## src/rtl/array_prod.sv

```systemverilog
// array_prod: sequential signed fixed-point dot product, one multiply per clock.
//   clock     - rising-edge clock
//   reset     - async active-low clear; its release starts a new computation
//   arrayA/B  - packed vectors, element i at [i*BITWIDTH +: BITWIDTH], Q(QN).(QM)
//   dataReady - high once result holds the completed dot product
//   result    - saturated Q(QN).(QM) dot product, held until the next reset
module array_prod #(
  parameter int NUM_ELEMS = 8,
  parameter int QN = 6,
  parameter int QM = 11,
  localparam int BITWIDTH = QN + QM + 1
) (
  input  logic                          clock,
  input  logic                          reset,
  input  logic [BITWIDTH*NUM_ELEMS-1:0] arrayA,
  input  logic [BITWIDTH*NUM_ELEMS-1:0] arrayB,
  output logic                          dataReady,
  output logic [BITWIDTH-1:0]           result
);
  localparam int ACCW = 2 * BITWIDTH + $clog2(NUM_ELEMS);
  localparam int IW = $clog2(NUM_ELEMS + 1);
  localparam logic signed [ACCW-1:0] MAXV = {{(ACCW-BITWIDTH+1){1'b0}}, {(BITWIDTH-1){1'b1}}};
  localparam logic signed [ACCW-1:0] MINV = ~MAXV;
  typedef enum logic {ACCUM, DONE} stateType;
  stateType state, stateNext;
  logic [IW-1:0] index;
  logic signed [BITWIDTH-1:0] elemA, elemB;
  logic signed [2*BITWIDTH-1:0] product;
  logic signed [ACCW-1:0] acc, shifted;
  logic [BITWIDTH-1:0] saturated;
  logic lastElem;
  always_comb begin
    elemA = '0;
    elemB = '0;
    for (int i = 0; i < NUM_ELEMS; i++)
      if (index == IW'(i)) begin
        elemA = arrayA[i*BITWIDTH +: BITWIDTH];
        elemB = arrayB[i*BITWIDTH +: BITWIDTH];
      end
  end
  assign product = elemA * elemB;
  assign shifted = acc >>> QM;
  assign saturated = shifted > MAXV ? MAXV[BITWIDTH-1:0] :
                     shifted < MINV ? MINV[BITWIDTH-1:0] : shifted[BITWIDTH-1:0];
  // index runs one past the last element so the extra edge can load result
  assign lastElem = index == IW'(NUM_ELEMS);
  always_comb begin
    stateNext = state;
    if (state == ACCUM && lastElem) stateNext = DONE;
  end
  always_ff @(posedge clock or negedge reset) begin
    if (!reset) begin
      state <= ACCUM;
      index <= '0;
      acc <= '0;
      result <= '0;
      dataReady <= 1'b0;
    end else begin
      state <= stateNext;
      if (state == ACCUM && !lastElem) begin
        acc <= acc + ACCW'(product);
        index <= index + IW'(1);
      end
      if (state == ACCUM && lastElem) begin
        result <= saturated;
        dataReady <= 1'b1;
      end
    end
  end
endmodule

```

## config.mk

```make
export PLATFORM = sky130hd
export DESIGN_NAME = array_prod
export DESIGN_NICKNAME = d
export VERILOG_FILES = /design/src/rtl/array_prod.sv
export SDC_FILE = /design/constraint.sdc
export NUM_CORES = 1
export LEC_CHECK = 0
export CORE_AREA = 4 4 212 214
export DETAILED_ROUTE_END_ITERATION = 7
export DIE_AREA = 0 0 216 218
export DONT_BUFFER_PORTS = 1
export GPL_ROUTABILITY_DRIVEN = 1
export PLACE_DENSITY = 0.65
export RECOVER_POWER = 25
export SYNTH_ARGS = -nofsm -noshare
export SYNTH_HDL_FRONTEND = slang
export SYNTH_SLANG_ARGS = --single-unit
```

## constraint.sdc

```tcl
create_clock -name clock -period 21.6 [get_ports clock]
set_input_delay 4.32 -clock clock [delete_from_list [all_inputs] [get_ports clock]]
set_output_delay 4.32 -clock clock [all_outputs]
set_load 0.05 [all_outputs]
```

==> key figures <==
Critical path
  • FF-to-FF path depth: 25
  • Crit-path max FO: 16
  • Worst EP arrival: 12,640 ps
  • Crit-path cells: nor2b_1 > a221oi_1 > o31ai_1 > a21oi_1 > nor3_1 > o22a_1 > and2_1 > fa_1 > fa_1 > fa_1 > fa_1 > fa_1 > inv_1 > fa_1 > inv_1 > ha_1 > ha_1 > nand2_1 > nor2_1 > nand3_1 > a211oi_1 > nor3_1 > or4_1 > nand3_1
  • Critical path type: primary input to flip-flop
  • Crit path launch: arrayB[1]
  • CP Capture Type: flip-flop
  • Critical-path top delay cell: fa_1
  • R2R setup slack: 9800 ps
  • FF-to-FF Start: index[0]
  • CP Launch Type: primary input
  • Reg-to-Reg End: acc[36]
  • Worst Path Required: approximately 22,000 ps
  • Max incr delay on CP: 1180 ps
  • CP Capture Point: acc[36]
  • CP most frequent cell: fa_1

STA
  • Slew Limit Fails: around 170
  • Clk_skew: approximately 12 ps
  • Final hold viol count: 0
  • Final Hold Slack: 478.6 ps
  • Final period utilization: 0.5724
  • Setup TNS: 0 ps
  • Final min period: 12,360 ps
  • Slew HR: -0.7881
  • RSZ-0062 raised after global routing: false
  • Final setup margin: about 9200 ps
  • Max Clock Freq: 80.88 MHz
  • Setup-failing EPs final: 0
  • Worst-Margin Slew: 2682 ps

Yosys
  • Most instantiated library cell after synthesis: inv_1
  • Yosys warning total: 0
  • Ys async rst share: 1.000
  • Cell count after synthesis: around 2,300
  • Post-synth EDFFs: 0
  • Post-synth top cells: inv_1, fa_1, nand2_1, nor2_1, ha_1
  • Post-synth cell types: 70
  • Synth Flop Type: dfrtp_1
  • Seq/Total Area, Yosys: 0.08089
  • #FFs+latches synth: 62
  • Dominant cells by area after synthesis: fa_1, inv_1, dfrtp_1, ha_1, nand2_1
  • Post-Syn Area: 19,180 um2
  • Net Count, Synth: 3,074
  • Average size of a mapped cell: 8.405 um2
  • Area share of the largest cell type after synthesis: 0.3966
  • Area leader, netlist: fa_1

GRT
  • GRT Util Overall: 0.2648
  • Vias in the first global route: 16,653
  • Initial antenna violation count: 8
  • Total gr overflow: 0
  • First-pass GRT wire length: around 100,000 um
  • Largest net degree at the start of global routing: 79

Floorplan
  • Rows: 76
  • # IOs: 309
  • Core area: 42,890 um2
  • Full die area: 47,090 um2
  • Die H: 218 um
  • Initial core utilization: 0.4473
  • Die width: roughly 220 um

Clock network
  • TritonCTS buffer count: 9
  • Post-CTS Hold Fix Bufs: 0
  • Worst-path clk slew: approximately 60 ps
  • Resized Gates After CTS: 0
  • CTS tree: built
  • Skew-Pair Late Insertion Delay: 360 ps
  • H-tree level count: 3
  • Sink Count: 62
  • CTS root buf: clkbuf_16
  • Post-CTS Setup Repair Bufs: 0
  • Maximum root-to-sink buffer count: 2

Run
  • Maxcap violations: 4

Status
  • Failing checks: capacitance limit, slew limit
  • Status: finished with violations

Power
  • Switch share: 0.4910
  • Part of the power in combinational logic: 0.469
  • NetSw: 422.9 uW
  • Clock power share: 0.196
  • Power per cell area: between 40 and 50 nW/um2
  • Static Leak: roughly 0.0094 uW
  • Maximum VDD drop: 0.03472 mV
  • Pwr Total: 861.3 uW
  • Power Internal: 438.4 uW
  • Share of power burned in registers: 0.334

Drt
  • WL per Instance: approximately 22 um
  • First DRT Iteration DRCs: 1,317
  • DRT antenna net count: 0
  • Vias post-DR: 15,777
  • Drt total wl: 61,790 um
  • DRT Pass-1 Iters: 6
  • # DRC: 0
  • Via/cell ratio: 5.657

Place
  • Port-buffer cells: 0
  • Post-DP Area: 19,540 um2
  • Worst slack, placed: ~9000 ps
  • DP HPWL: 52,460 um
  • Gpl congestion: 1.018

Worst hold path
  • Hold crit path type: flip-flop to flip-flop
  • Hold depth: 2

Finish
  • Finished Cell Area: roughly 20,000 um2
  • Fraction of layout instances using a drive strength above 1: 0.03141
  • Fill cells: 4,133
  • Nets: 2,984
  • Area grow syn2layout: 3.581%
state kept, by name, summed over array words and instances (netlist names):
| signal | flops |
|---|---|
| acc | 39 |
| result | 18 |
| index | 4 |
| state | 1 |
layer usage:
layer	up-vias	routed length, um	track usage
met3	146	5815	0.07120
met2	772	27660	0.4145
met4	0	3977	0.1449
met5	-	0	0
met1	7789	24340	0.3357
li1	7070	-	-
worst max-delay path: cells and delay by family:
family / cells / cell delay, ps
buffers and inverters: 2 / 100
AO/OA/AOI/OAI: 5 / 1620
adder cells (fa/ha/maj): 8 / 4560
AND/OR/NAND/NOR: 9 / 2020
area by class of cell:
class | count | area (um2) | share of cell area
well taps | 585 | 732.0 | 0.03684
diodes | 7 | 17.52 | 0.0008817
clock buffers | 10 | 239.0 | 0.01203
clock inverters | 6 | 92.59 | 0.004660
inverters | 417 | 1565 | 0.07878
repair buffers | 20 | 135.1 | 0.006801
flip-flops and latches | 62 | 1551 | 0.07809
multi-input cells | 1682 | 15530 | 0.7819
cell usage in the layout (no fill, tap or decap), types with 5 or more instances in the layout:
cell type,count
nor2_1,191
xor2_1,9
a21oi_1,119
a211oi_1,8
inv_1,416
xnor2_1,26
o21ai_0,61
o21a_1,5
a21o_1,20
dfrtp_1,62
nand3_1,18
ha_1,119
nor2b_1,65
nand2_1,322
o22a_1,17
diode_2,7
or3_1,8
fa_1,380
a221oi_1,32
nor3_1,35
clkbuf_16,9
o211ai_1,11
a21oi_2,8
and2_1,29
nand4_1,13
nand3b_1,10
o22ai_1,43
buf_4,16
o31ai_1,30
nand2b_1,21
a221o_1,7
cells by family (layout without fill, tap and decap cells):
| group | after synthesis | after routing | share of synthesized area |
|---|---|---|---|
| AOI/OAI and AO/OA | 405 | 405 | 0.1424 |
| xor gates and xnor gates | 35 | 35 | 0.01598 |
| adders and majority gates | 502 | 502 | 0.4762 |
| buffers and inverters | 538 | 453 | 0.1102 |
| DFF | 62 | 62 | 0.08089 |
| muxes | 2 | 2 | 0.001109 |
| other | 0 | 7 | 0 |
| and+or+nand+nor | 738 | 738 | 0.1733 |
how the worst min path moves through the flow:
stage / start / endpoint / slack [ps]
floorplan: acc[10] / acc[10] / 450
global placement: acc[0] / acc[0] / 470
detailed placement: acc[10] / acc[10] / 470
CTS: acc[10] / acc[10] / 490
global route: acc[1] / acc[1] / 530
finish: acc[10] / acc[10] / 480
power groups by stage:
stage               Sequential, uW  Combinational, uW  Clock [uW]
floorplan                      263                315           0
finish                         288                404         169
global route                   302                469         177
detailed placement             295                402           0
CTS                            293                409         173
global placement               294                390           0
through the flow:
step / utilization / cells
after floorplan: - / 2282
after global placement: 0.4557 / 2766
after detailed placement: 0.4557 / 2766
after CTS: 0.4634 / 2782
after global routing: 0.4632 / 2788
final: 0.4633 / 2789
Note: power is estimated with default switching activity, not from simulation.
